[config.mk]
export PLATFORM = sky130hd
export DESIGN_NAME = fetch_unit
export DESIGN_NICKNAME = d
export VERILOG_FILES = /design/src/rtl/fetch_unit.sv
export SDC_FILE = /design/constraint.sdc
export NUM_CORES = 1
export LEC_CHECK = 0
export CELL_PAD_IN_SITES_DETAIL_PLACEMENT = 1
export CELL_PAD_IN_SITES_GLOBAL_PLACEMENT = 1
export CORE_UTILIZATION = 36
export DETAILED_ROUTE_END_ITERATION = 12
export PLACE_DENSITY_LB_ADDON = 0.1
export SYNTH_ARGS = -nofsm -noshare
export SYNTH_HDL_FRONTEND = slang
export SYNTH_SLANG_ARGS = --single-unit
[constraint.sdc]
create_clock -name clock -period 3.43 [get_ports clock]
set_input_delay 0.686 -clock clock [delete_from_list [all_inputs] [get_ports clock]]
set_output_delay 0.686 -clock clock [all_outputs]
set_load 0.02 [all_outputs]
[src/rtl/fetch_unit.sv]
// fetch_unit -- instruction-fetch stage feeding the IF/EX pipeline register.
//
// Generates sequential fetch PCs, issues in-order requests to instruction
// memory and buffers the returning words in a FIFO_DEPTH-entry queue. The
// head of the queue is presented to the pipeline register each cycle, or a
// NOP bubble when the head has no instruction yet. A branch redirect flushes
// the queue and remembers how many wrong-path responses are still in flight
// so they can be silently discarded when they arrive.
//
// Parameters:
//   RESET_PC    first fetch address after reset
//   FIFO_DEPTH  fetch-queue entries (power of 2, >= 2)
//   NOP_INSTR   bubble instruction
//
// Ports:
//   clock, reset       clock; synchronous active-high reset
//   stall              downstream hold, head entry is not consumed
//   branch_taken       redirect request from execute
//   branch_target      redirect PC (low two bits ignored)
//   imem_req/addr      fetch request and its address
//   imem_gnt           request accepted when imem_req & imem_gnt
//   imem_rvalid/rdata  in-order instruction response
//   pc_next            PC of presented instruction (0 on bubble)
//   machine_code       presented instruction (NOP_INSTR on bubble)
//   fetch_valid        1 when a real instruction is presented
//   fetch_bubbles      (FETCH_PERF_EN only) saturating bubble-cycle count
//   fetch_flushes      (FETCH_PERF_EN only) saturating redirect count
//
// Optional feature: define FETCH_PERF_EN to add the two performance counters.

module fetch_unit #(
  parameter logic [31:0] RESET_PC   = 32'h0000_0000,
  parameter int          FIFO_DEPTH = 2,
  parameter logic [31:0] NOP_INSTR  = 32'h0000_0013
) (
  input  logic        clock,
  input  logic        reset,
  input  logic        stall,
  input  logic        branch_taken,
  input  logic [31:0] branch_target,
  output logic        imem_req,
  output logic [31:0] imem_addr,
  input  logic        imem_gnt,
  input  logic        imem_rvalid,
  input  logic [31:0] imem_rdata,
  output logic [31:0] pc_next,
  output logic [31:0] machine_code,
  output logic        fetch_valid
`ifdef FETCH_PERF_EN
  ,
  output logic [31:0] fetch_bubbles,
  output logic [31:0] fetch_flushes
`endif
);

  localparam int AW = $clog2(FIFO_DEPTH);
  localparam int CW = AW + 1;
  localparam int DW = $clog2(FIFO_DEPTH + 1) + 1;

  // Fetch-address state
  logic [31:0]   fetch_pc_p0;

  // Queue control. Entries fill in allocation order, so the unfilled ones
  // are always the youngest: the head is filled exactly when more entries
  // are allocated than are waiting, and the next entry to fill sits
  // unfill_cnt slots behind the tail.
  logic [AW-1:0] head_ptr;
  logic [AW-1:0] tail_ptr;
  logic [CW-1:0] alloc_cnt;
  logic [CW-1:0] unfill_cnt;
  logic [DW-1:0] drop_cnt;

  // Queue storage
  logic [31:0]   q_pc_p1    [FIFO_DEPTH];
  logic [31:0]   q_instr_p1 [FIFO_DEPTH];

  logic          vld_p1;
  logic          pop;
  logic          grant;
  logic          fill;
  logic          drop_rsp;
  logic [AW-1:0] fill_idx;

  assign vld_p1   = !reset && (alloc_cnt != unfill_cnt);
  assign pop      = vld_p1 && !stall && !branch_taken;
  // A slot released by this cycle's pop may be re-allocated in the same
  // cycle, which keeps a full queue streaming at one instruction per cycle.
  assign imem_req = !reset && !branch_taken &&
                    ((alloc_cnt - CW'(pop)) < CW'(FIFO_DEPTH));
  assign imem_addr = fetch_pc_p0;
  assign grant    = imem_req && imem_gnt;
  assign drop_rsp = imem_rvalid && (drop_cnt != '0);
  assign fill     = imem_rvalid && (drop_cnt == '0);
  assign fill_idx = tail_ptr - unfill_cnt[AW-1:0];

  assign fetch_valid  = vld_p1;
  assign pc_next      = vld_p1 ? q_pc_p1[head_ptr]    : 32'h0000_0000;
  assign machine_code = vld_p1 ? q_instr_p1[head_ptr] : NOP_INSTR;

  // Stage p0 -> p1: fetch PC, queue pointers and discard counter
  always_ff @(posedge clock) begin
    if (reset) begin
      fetch_pc_p0 <= RESET_PC;
      head_ptr    <= '0;
      tail_ptr    <= '0;
      alloc_cnt   <= '0;
      unfill_cnt  <= '0;
      drop_cnt    <= '0;
    end else if (branch_taken) begin
      // Every outstanding request becomes wrong-path; a response arriving
      // this very cycle retires one of them.
      fetch_pc_p0 <= branch_target & ~32'h0000_0003;
      head_ptr    <= '0;
      tail_ptr    <= '0;
      alloc_cnt   <= '0;
      unfill_cnt  <= '0;
      drop_cnt    <= drop_cnt + DW'(unfill_cnt) - DW'(imem_rvalid);
    end else begin
      if (grant) begin
        fetch_pc_p0 <= fetch_pc_p0 + 32'd4;
        tail_ptr    <= tail_ptr + AW'(1);
      end
      if (pop) begin
        head_ptr <= head_ptr + AW'(1);
      end
      alloc_cnt  <= alloc_cnt + CW'(grant) - CW'(pop);
      unfill_cnt <= unfill_cnt + CW'(grant) - CW'(fill);
      if (drop_rsp) begin
        drop_cnt <= drop_cnt - DW'(1);
      end
    end
  end

  // Stage p1 data: entry payload, written on allocation and on response
  always_ff @(posedge clock) begin
    if (grant) begin
      q_pc_p1[tail_ptr] <= fetch_pc_p0;
    end
    if (fill) begin
      q_instr_p1[fill_idx] <= imem_rdata;
    end
  end

`ifdef FETCH_PERF_EN
  always_ff @(posedge clock) begin
    if (reset) begin
      fetch_bubbles <= '0;
      fetch_flushes <= '0;
    end else begin
      if (!stall && !branch_taken && !fetch_valid && (fetch_bubbles != 32'hFFFF_FFFF)) begin
        fetch_bubbles <= fetch_bubbles + 32'd1;
      end
      if (branch_taken && (fetch_flushes != 32'hFFFF_FFFF)) begin
        fetch_flushes <= fetch_flushes + 32'd1;
      end
    end
  end
`endif

  // A response must always belong to an outstanding request.
  rvalid_has_owner: assert property (@(posedge clock) disable iff (reset)
    imem_rvalid |-> ((drop_cnt != '0) || (unfill_cnt != '0)));

  drop_cnt_bounded: assert property (@(posedge clock) disable iff (reset)
    drop_cnt <= DW'(2 * FIFO_DEPTH));

endmodule

# Yosys cells after proc, flatten, opt, wreduce, memory -nomap -nowiden
# Memory sizes are Yosys's and may differ from the RTL's. A register that Yosys moved wholly into a read port is not among the register bits.
# Index checks and enable logic that the tools add are counted.
dict set report word_totals {
  out_inout_bits 98
  ff_bits 41
  mem_bits_rw 128
  mem_count 2
}
dict set report classes {
  add_sub_neg 12
  mux 14
  n_eq_ne 1
  n_reduce_logical 16
  order_cmp 1
}
# name depth word_bits rd rd_clocked_by_memory_dff wr line
set memory_table {}
lappend memory_table {q_instr_p1 2 32 1 1 1 75} ;# logic [31:0] q_instr_p1 [FIFO_DEPTH];
lappend memory_table {q_pc_p1 2 32 1 1 1 74} ;# logic [31:0] q_pc_p1 [FIFO_DEPTH];
# operator count
set ops {}
lappend ops {{$mux 32} 4}
lappend ops {{$add 32x3->32 const B} 1}
lappend ops {{$logic_and 1x1->1} 8}
lappend ops {{$mux 1} 8}
lappend ops {{$mux 3} 2}
lappend ops {{$sub 2x1->2} 3}
lappend ops {{$add 2x1->2} 2}
lappend ops {{$reduce_bool 2->1} 2}
lappend ops {{$add 3x2->3} 1}
lappend ops {{$logic_not 1->1} 3}
lappend ops {{$logic_not 3->1} 1}
lappend ops {{$reduce_bool 3->1} 1}
lappend ops {{$sub 3x1->3} 1}
lappend ops {{$sub 3x1->3 const B} 1}
lappend ops {{$add 1x1->1 const B} 2}
lappend ops {{$lt 2x2->1 const B} 1}
lappend ops {{$ne 2x2->1} 1}
lappend ops {{$reduce_or 2->1} 1}
lappend ops {{$sub 1x1->1} 1}

# Longest topological paths before layout
dict set report logic_depth {
  word_depth 10
  depth_mapped 11
}

# Worst setup path after synthesis
# OpenSTA, ideal clock, no wires.
dict set report synth_path {
  path_type {input -> register}
  from {in branch_taken}
  to {mem q_pc_p1[0][10] (enable)}
  path_stages 6
  path_slack_ns 0.172
  path_buffers 2
  setup_time_ns 0.417
  arrival_ns 2.841
  path_cell_list {buf_2 inv_1 and3_2 clkbuf_1 nand2_1 nor2_1}
}
dict set report synth_between {
  elab_chain_cells 8
  word_cells_on_any_way 9
  classes_between {add/sub: 1; order compare: 1; mux: 2; reduce/logical: 5}
}
# item line
set synth_rtl {}
lappend synth_rtl {{start: declaration} 39} ;# input logic branch_taken,
lappend synth_rtl {{$logic_not 1->1 (*)} {85, 88}}
lappend synth_rtl {{$logic_and 1x1->1} 85} ;# assign pop = vld_p1 && !stall && !branch_taken;
lappend synth_rtl {{$sub 2x1->2} 89} ;# ((alloc_cnt - CW'(pop)) < CW'(FIFO_DEPTH));
lappend synth_rtl {{$lt 2x2->1} 89}
lappend synth_rtl {{$logic_and 1x1->1 (*)} 88} ;# assign imem_req = !reset && !branch_taken &&
lappend synth_rtl {{$logic_and 1x1->1 (*)} 91} ;# assign grant = imem_req && imem_gnt;
lappend synth_rtl {{$mux 1 (*)} 136} ;# if (grant) begin
lappend synth_rtl {{$mux 1 (implied by the code) (*)} 137} ;# q_pc_p1[tail_ptr] <= fetch_pc_p0;
lappend synth_rtl {{end: declaration} 74}
# Every way passes the cells marked *; elsewhere a longest branch is shown, timed or not.

# Worst setup path after layout
dict set report layout_path {
  from {reg unfill_cnt[0]}
  to {out machine_code[0]}
}
dict set report layout_between {
  elab_chain_cells 3
}
# item line
set layout_rtl {}
lappend layout_rtl {{start: declaration} 70} ;# logic [CW-1:0] unfill_cnt;
lappend layout_rtl {{start signal: assignment} 127} ;# unfill_cnt <= unfill_cnt + CW'(grant) - CW'(fill);
lappend layout_rtl {{$ne 2x2->1} 84} ;# assign vld_p1 = !reset && (alloc_cnt != unfill_cnt);
lappend layout_rtl {{$logic_and 1x1->1} 84}
lappend layout_rtl {{$mux 32} 98} ;# assign machine_code = vld_p1 ? q_instr_p1[head_ptr] : NOP_INSTR;
lappend layout_rtl {{end: declaration} 47} ;# output logic [31:0] machine_code,
# No other way between the ends.

==> flow_metrics.env <==
export IMPL_wl_mm=18.5
export IMPL_synth_edf_count=124
export IMPL_insertion_delay_ns=0.42
export IMPL_end_kind="output port"
export IMPL_track_usage_pct=18.6
export IMPL_io_pin_count=168
export IMPL_ir_drop_mv=0.339
export IMPL_cts_tree="built"
export IMPL_crit_path_start_kind="flop"
export IMPL_finalCritPeriodShare_pct=95.1
export IMPL_synthFlopType="edfxtp_1"
export IMPL_setup_tns_ns=0
export IMPL_cts_sinks=164
export IMPL_grt_overflow=0
export IMPL_fin_ws_ns=0.170
export IMPL_hpwl_mm=13.2
export IMPL_synthArstFlopShare_pct=0
export IMPL_arrival_ns=2.57
export IMPL_finalSetupViolations=0
export IMPL_cts_resized=0
export IMPL_hold_viol_final=0
export IMPL_rrSetupSlack_ns=0.95
export IMPL_status="finished, final reports clean"
export IMPL_antenna_cells=0
export IMPL_die_area_mm2=0.0205
export IMPL_start_util_pct=36.7
export IMPL_die_w_um=143
export IMPL_post_cts_buffers=0
export IMPL_period_minus_slack_ns=3.26
export IMPL_placeableCoreArea_mm2=0.0195
export IMPL_power_leakage_nw=3.24
export IMPL_nFillCells=2062
export IMPL_drive_above_1_share_pct=10.3
export IMPL_root_buffer="clkbuf_16"
export IMPL_syn_cell_area_mm2=0.00717
export IMPL_place_congestion=0.777
export IMPL_post_place_ws_ns=0.191
export IMPL_most_common_layout_cells="161 x clkdlybuf4s50_1, 124 x edfxtp_1, 75 x nor2_1"
export IMPL_power_density_mw_per_mm2=526
export IMPL_postSynthCellCount=573
export IMPL_grt_pass1_vias=5411
export IMPL_nNetsFinal=826
export IMPL_ys_ff_latch=164
export IMPL_ys_types=59
export IMPL_cts_inserted_buffers=17
export IMPL_rsz0062_at_grt="no"
export IMPL_viasPerCell=5.01
export IMPL_placed_cell_area_mm2=0.00919
export IMPL_place_inst=993
export IMPL_synth_seq_area_share_pct=63.1
export IMPL_holdCritPathClass="flop to flop"
export IMPL_grt_max_degree=34
export IMPL_final_common_cell="clkdlybuf4s50_1"
export IMPL_rows=51
export IMPL_h_tree_depth=4
export IMPL_yosysWarnings=0
export IMPL_finalNonFillerCells=1025
export IMPL_postCtsHoldBufs=0
export IMPL_crit_path_max_fanout=25
export IMPL_skew_ns=0.00858
export IMPL_finalPower_mw=5.14
export IMPL_drt_initial_drc_count=146
export IMPL_vias=5131
export IMPL_postRouteAntennaNets=0
export IMPL_max_slew_margin_rel_pct=54.8
export IMPL_maxCapViolCount=0
export IMPL_final_area_mm2=0.00977
export IMPL_drc_errors=0
export IMPL_clock_fmax_mhz=307
export IMPL_slew_violations=0
export IMPL_drt_pass1_iterations=4
export IMPL_clockBufferDepth=2
export IMPL_port_buffers=161
export IMPL_syn2layout_area_growth_pct=36.2
export IMPL_grt_pass1_wl_mm=28.8
export IMPL_antenna_found_initial=1
export IMPL_clk_pin_slew_ns=0.07
export IMPL_required_ns=2.74
export IMPL_die_y_um=143
export IMPL_drt_wirelength_per_cell_um=18.1
export IMPL_worstSetupPathType="flop to output port"
export IMPL_avgSynthCellArea_um2=12.5
export IMPL_worst_pin_slew_ns=0.671
-- flip-flops by register name, indices dropped and copies added, names as in the netlist, named ones only --
name / flops
q_instr_p1: 64
q_pc_p1: 60
imem_addr: 30
drop_cnt: 3
alloc_cnt: 2
unfill_cnt: 2
head_ptr: 1
tail_ptr: 1
-- path summary, 6_finish.rpt --
kind / from / to / depth (start not counted)
setup / recovery: unfill_cnt[0]$_SDFF_PP0_ / machine_code[0] / 6
hold reg to reg: head_ptr$_SDFFE_PP0P_ / flop / 2
setup reg to reg: imem_addr[3]$_SDFFE_PP0P_ / imem_addr[30]$_SDFFE_PP0P_ / 6
hold / removal: head_ptr$_SDFFE_PP0P_ / flop / 2
-- synth_stat cells, types with 7 or more instances --
| cell type | n | area (um2) |
|---|---|---|
| dfxtp_1 | 40 | 801 |
| clkbuf_1 | 19 | 71.3 |
| ha_1 | 8 | 100 |
| o21ai_0 | 11 | 55.1 |
| xor2_1 | 13 | 114 |
| nand2_1 | 41 | 154 |
| or3_1 | 13 | 81.3 |
| a31oi_1 | 14 | 87.6 |
| a21oi_1 | 17 | 85.1 |
| o211ai_1 | 8 | 60.1 |
| nor2_1 | 77 | 289 |
| inv_1 | 15 | 56.3 |
| edfxtp_1 | 124 | 3720 |
| mux2i_1 | 62 | 621 |
| nor3_1 | 7 | 35.0 |
| nand3_1 | 14 | 70.1 |
-- where the power goes --
part           leakage, nW  switching (mW)  total [mW]  internal, mW
sequential            1.47          0.0827        2.39          2.31
combinational         1.49           0.491       0.886         0.395
clock                0.283           0.887        1.87         0.980
-- area by class of cell --
cell class | count | area, um2 | share of cell area, %
Timing Repair Buffer | 187 | 1830 | 18.7
Clock buffer | 17 | 425 | 4.35
Clock inverter | 15 | 156 | 1.60
Tap cell | 265 | 332 | 3.39
Inverter | 15 | 56.3 | 0.576
Multi-Input combinational cell | 362 | 2440 | 25.0
Sequential cell | 164 | 4530 | 46.3
-- metrics by stage --
step | hold slack (ns) | util (%)
2_1_floorplan | 0.472 | -
3_3_place_gp | 0.489 | 47.1
3_5_place_dp | 0.521 | 47.1
4_1_cts | 0.533 | 50.0
5_1_grt | 0.558 | 50.0
6_report | 0.533 | 50.0
-- logic make-up after synthesis --
group | after synthesis | synth area share (%)
fa+ha+maj | 9 | 1.67
simple gates | 184 | 12.5
mux | 64 | 8.96
other cells | 1 | 0.0523
compound gates | 83 | 7.99
xor+xnor | 18 | 2.20
flops | 164 | 63.1
buf+inv | 50 | 3.52
-- per-layer routing --
metal / global-route usage (%) / wire length, um / share of wire [%]
met1: 22.8 / 8140 / 44
met2: 31.5 / 9020 / 49
met3: 5.43 / 1110 / 6.0
met4: 5.43 / 243 / 1.3
met5: 0 / 0 / 0
-- critical path, cell delays in order (launching register included) --
cell and delay (ns):
dfxtp_1 0.49, xor2_1 0.18, o21ai_4 0.47, buf_12 0.24, inv_1 0.10, nand2_1 0.07
clkdlybuf4s50_1 0.60
Note: power is estimated with default switching activity, not from simulation.
